`config.mk`:
```
export PLATFORM = sky130hd
export DESIGN_NAME = unified_mem_arbiter
export DESIGN_NICKNAME = d
export VERILOG_FILES = /design/src/rtl/riscv_pkg.sv /design/src/rtl/unified_mem_arbiter.sv
export SDC_FILE = /design/constraint.sdc
export NUM_CORES = 1
export LEC_CHECK = 0
export CELL_PAD_IN_SITES_DETAIL_PLACEMENT = 1
export CELL_PAD_IN_SITES_GLOBAL_PLACEMENT = 1
export CORE_UTILIZATION = 29
export DETAILED_ROUTE_END_ITERATION = 7
export PLACE_DENSITY = 0.84
export SYNTH_ARGS = -nofsm -noshare
export SYNTH_HDL_FRONTEND = slang
export SYNTH_SLANG_ARGS = --single-unit
```
`constraint.sdc`:
```
create_clock -name clk -period 1.8 [get_ports clk]
set_input_delay 0.18 -clock clk [delete_from_list [all_inputs] [get_ports clk]]
set_output_delay 0.18 -clock clk [all_outputs]
set_load 0.01 [all_outputs]
```
`src/rtl/riscv_pkg.sv`:
```
// riscv_pkg: shared types and constants for the unified memory arbiter
package riscv_pkg;
   typedef enum logic [1:0] {IDLE, ISSUE, WAIT, RESP} arb_state_t;
   typedef enum logic {OWN_IF, OWN_D} owner_t;
   localparam logic [1:0] ALIGN_MASK = 2'b11;
endpackage

```
`src/rtl/unified_mem_arbiter.sv`:
```
// unified_mem_arbiter: serialises fetch and load/store accesses onto one single-port memory
module unified_mem_arbiter
   import riscv_pkg::*;
#(
   parameter int ADDR_W = 32,
   parameter int DATA_W = 32,
   parameter int MEM_LATENCY = 1,
   parameter int MAX_DATA_STREAK = 4
) (
   input  logic                clk,
   input  logic                reset,
   input  logic                if_req,
   input  logic [ADDR_W-1:0]   if_addr,
   output logic [DATA_W-1:0]   if_rdata,
   output logic                if_ack,
   input  logic                d_req,
   input  logic                d_we,
   input  logic [DATA_W/8-1:0] d_be,
   input  logic [ADDR_W-1:0]   d_addr,
   input  logic [DATA_W-1:0]   d_wdata,
   output logic [DATA_W-1:0]   d_rdata,
   output logic                d_ack,
   output logic                d_err,
   output logic                mem_en,
   output logic                mem_we,
   output logic [DATA_W/8-1:0] mem_be,
   output logic [ADDR_W-1:0]   mem_addr,
   output logic [DATA_W-1:0]   mem_wdata,
   input  logic [DATA_W-1:0]   mem_rdata,
   output logic                busy
);
   localparam int BE_W = DATA_W / 8;
   localparam int CNT_W = $clog2(MEM_LATENCY + 1);
   localparam int STK_W = $clog2(MAX_DATA_STREAK + 1);
   arb_state_t state, state_n;
   owner_t owner;
   logic [STK_W-1:0] streak;
   logic [CNT_W-1:0] cnt;
   logic we, err, grant_d, grant_i, mis;
   logic [BE_W-1:0] be;
   logic [ADDR_W-1:0] addr;
   logic [DATA_W-1:0] wdata, rdata;

   always_comb begin
      grant_d = d_req && (!if_req || streak < STK_W'(MAX_DATA_STREAK));
      grant_i = !grant_d && if_req;
      mis = |(d_addr[1:0] & ALIGN_MASK);
      state_n = state;
      case (state)
         IDLE:    state_n = grant_d ? (mis ? RESP : ISSUE) : (grant_i ? ISSUE : IDLE);
         ISSUE:   state_n = we ? RESP : WAIT;
         WAIT:    state_n = (cnt == CNT_W'(MEM_LATENCY - 1)) ? RESP : WAIT;
         default: state_n = IDLE;
      endcase
   end

   always_ff @(posedge clk or negedge reset) begin
      if (!reset) begin
         state <= IDLE;
         owner <= OWN_IF;
         streak <= '0;
         cnt <= '0;
         we <= 1'b0;
         err <= 1'b0;
         be <= '0;
         addr <= '0;
         wdata <= '0;
         rdata <= '0;
      end else begin
         state <= state_n;
         cnt <= (state == WAIT) ? cnt + CNT_W'(1) : '0;
         if (state == IDLE && (grant_d || grant_i)) begin
            owner <= grant_d ? OWN_D : OWN_IF;
            we <= grant_d && d_we;
            err <= grant_d && mis;
            be <= grant_d ? d_be : '1;
            addr <= grant_d ? d_addr : if_addr;
            wdata <= grant_d ? d_wdata : '0;
            rdata <= '0;
            // data streak only grows while fetch is actually waiting
            streak <= (grant_d && if_req) ?
                      ((streak == STK_W'(MAX_DATA_STREAK)) ? streak : streak + STK_W'(1)) : '0;
         end
         if (state == WAIT && state_n == RESP) rdata <= mem_rdata;
      end
   end

   assign busy = state != IDLE;
   assign if_ack = state == RESP && owner == OWN_IF;
   assign d_ack = state == RESP && owner == OWN_D;
   assign d_err = d_ack && err;
   assign if_rdata = if_ack ? rdata : '0;
   assign d_rdata = d_ack ? rdata : '0;
   assign mem_en = state == ISSUE;
   assign mem_we = mem_en && we;
   assign mem_be = mem_en ? be : '0;
   assign mem_addr = mem_en ? (addr & ~ADDR_W'(ALIGN_MASK)) : '0;
   assign mem_wdata = mem_en ? wdata : '0;
endmodule

```
==> metrics <==
I/O pins=275; Tmin final=1.942 ns; Area growth syn-to-layout=70.97%; footprint of the multi-input gates=2653 um^2; worst path arrival time=1.76 ns; final hold slack=0.3220 ns; most frequent cells in the layout=clkdlybuf4s50_1 (133), dfrtp_1 (105), buf_6 (84); vias in the first global route=5502; Fmax=515.0 MHz; ANT cells=0; cell count after placement=1030; final WL=21.12 mm; multiplexer share of the synthesized area=11.53%; DR DRC count=0; Die Area=19440 um^2; Critical Path Most Common Cell=buf_6; Worst path top cell family by delay=buffers and inverters; total power draw=12.77 mW; Final Max Slew Viols=0; pin count of the biggest net entering global routing=54; CTS buffer count=9; status=finished with violations; XOR/XNOR Fraction of Synth Area=0%; simple-gate share of the synthesized area=21.04%; highest net fanout along the worst path=5; maxcap violations=0; Cells after Synth=545; FF-to-FF Start=state[1]; hold crit path type=in -> async; Via-to-Cell Ratio=4.776; largest family of logic cells by synthesized area=simple AND/OR/NAND/NOR gates; startpoint class of the critical path=flip-flop; Root Driver=clkbuf_16; Hold Fails Final Rpt=0; CTS tree=done; Starting Density=30.08%; total number of vias=5149; total grt overflow=0; layout cell share with drive strength beyond 1=33.80%; die height=139.4 um; core area=18210 um^2; Compound-Gate Fraction of Synth Area=9.730%; final period utilization=107.9%; Leak=4.690 nW; synth unique cells=31; Synth top area share=48.88%; H-tree depth=3; syn avg cell area=10.05 um^2; top post-synthesis cells by area=dfrtp_1 (49%), and2_1 (11%), mux2i_1 (11%); clk buf depth=2; GRT Total Usage=20.69%; setup slack after layout=-0.1418 ns; DRT antenna net count=0; Cell Area, Synth=5478 um^2; worst vdd ir=565.5 uV; final setup fails=119; asr flop ratio synth=100.0%; Worst Clk Skew=0.01025 ns; starting DRC count in detailed routing=174; Post-Synth Adder-Cell Area=1.599%; initial antenna violation count=0; CP Data Required Time=1.62 ns; RD Place Congestion=0.7624; cell accounting for the most synthesized area=dfrtp_1; FILL cells=2028; sequential cell area=2680 um^2; PwrDens=1364 nW/um^2; Worst-Skew Late Latency=0.35 ns; critical path cell sequence=ha_4 > nor2b_4 > buf_6 > buf_6 > buf_6 > and2_4 > buf_6; Detail Placement HPWL=13.29 mm; Worst Setup SP=state[0]; clk sinks=107; Die Width=139.4 um; global-route wire length before repair=30.84 mm; crit path buf inv count=4; Seq/Total Area, Yosys=48.88%; Max stage delay on crit path=0.45 ns; critical path capture point type=output pin; Top FF cell, synth=dfrtp_1; drt first pass iters=4; end-of-flow core utilization=51.43%; I/O Buffers=270; commonest non-fill, non-tap cell in the layout=clkdlybuf4s50_1; RSZ-0062 raised after global routing=true; failing checks=setup timing; Worst path slowest cell=dfrtp_2; Layout Cells excl Fill=1078; Synth Warn #=0; nets@finish=988; Yosys reg bits=107; drt wl/cell=19.59 um; critical setup path kind=reg -> out; number of synthesized flops with an enable pin=0; clock-pin transition on the worst setup and hold timing paths=0.08 ns; Site Rows=49
-- worst register-to-register path, stage by stage (launching register included) --
cell	delay (ns)
dfrtp_2	0.45
inv_2	0.11
ha_4	0.20
buf_12	0.14
nand2_2	0.07
nand3_2	0.08
and4b_4	0.31
buf_4	0.16
buf_16	0.14
mux2i_1	0.21
-- sequential cells by signal, indices dropped and copies added, names as in the netlist --
register  cells
streak        3
addr         30
state         2
be            4
wdata        32
owner         1
we            1
rdata        32
err           1
cnt           1
-- synth_stat cells, types with 2 or more instances --
cell type	count
dfrtp_1	107
o21ai_0	31
ha_1	7
and2_1	100
nand2_1	67
buf_2	13
o22a_1	4
clkbuf_1	22
a22o_1	34
nor2b_1	2
buf_12	3
and3_1	33
mux2i_1	62
inv_1	39
nor2_1	3
buf_4	3
-- per-layer routing --
| metal | vias up | global-route usage [%] | wire, um |
|---|---|---|---|
| met3 | 23 | 4.508 | 1366 |
| met2 | 201 | 37.69 | 10980 |
| li1 | 2390 | - | - |
| met5 | - | 0 | 0 |
| met4 | 0 | 6.667 | 419 |
| met1 | 2535 | 23.98 | 8353 |
-- per-stage QoR --
| step | TNS [ns] | setup WS [ns] | instance area (um^2) |
|---|---|---|---|
| after floorplan | 0 | 0.1750 | 5482 |
| after global placement | -5.968 | -0.1104 | 8541 |
| after detailed placement | -10.59 | -0.1836 | 8541 |
| after CTS | -11.67 | -0.1705 | 8950 |
| after global routing | -15.88 | -0.2097 | 9365 |
| final | -7.124 | -0.1418 | 9365 |
-- cells by family (layout without fill, tap and decap cells) --
logic type / Yosys count / in the layout
buffers and inverters: 82 / 385
and+or+nand+nor: 211 / 211
other: 1 / 2
AOI/OAI and AO/OA: 74 / 74
muxes: 63 / 63
adders and majority gates: 7 / 7
DFF: 107 / 107
-- power breakdown --
group / switching (mW) / internal [mW] / total [mW]
combinational: 3.07 / 3.54 / 6.62
clock: 0.996 / 1.15 / 2.15
sequential: 0.640 / 3.37 / 4.01
total: 4.71 / 8.06 / 12.8
-- area by class of cell --
type | count | share of cell area (%)
clock buffer | 10 | 2.552
clock inverter | 6 | 0.8283
inverter | 39 | 1.563
multi-input combinational | 357 | 28.32
sequential | 107 | 28.62
tap | 229 | 3.059
timing repair buffer | 330 | 35.06
-- what timing repair did --
item	in CTS	in global routing
endpoints found under the hold margin	25	0
endpoints found under the setup margin	168	167
setup buffers	17	4
gates resized for setup	537	147
cloned	7	4
pin swaps	21	2
hold buffers	1	0
-- final timing paths --
path / to / slack (ns) / cells past startpoint
max: if_rdata[4] / -0.14 / 7
min: rdata[9] / 0.32 / 2
max reg2reg: rdata[12] / -0.13 / 9
min reg2reg: addr[29] / 0.48 / 2
max in group asynchronous: addr[26] / 0.83 / 3
min in group clk: rdata[22] / 0.37 / 3
No activity file was read; power rests on OpenSTA's default activity.
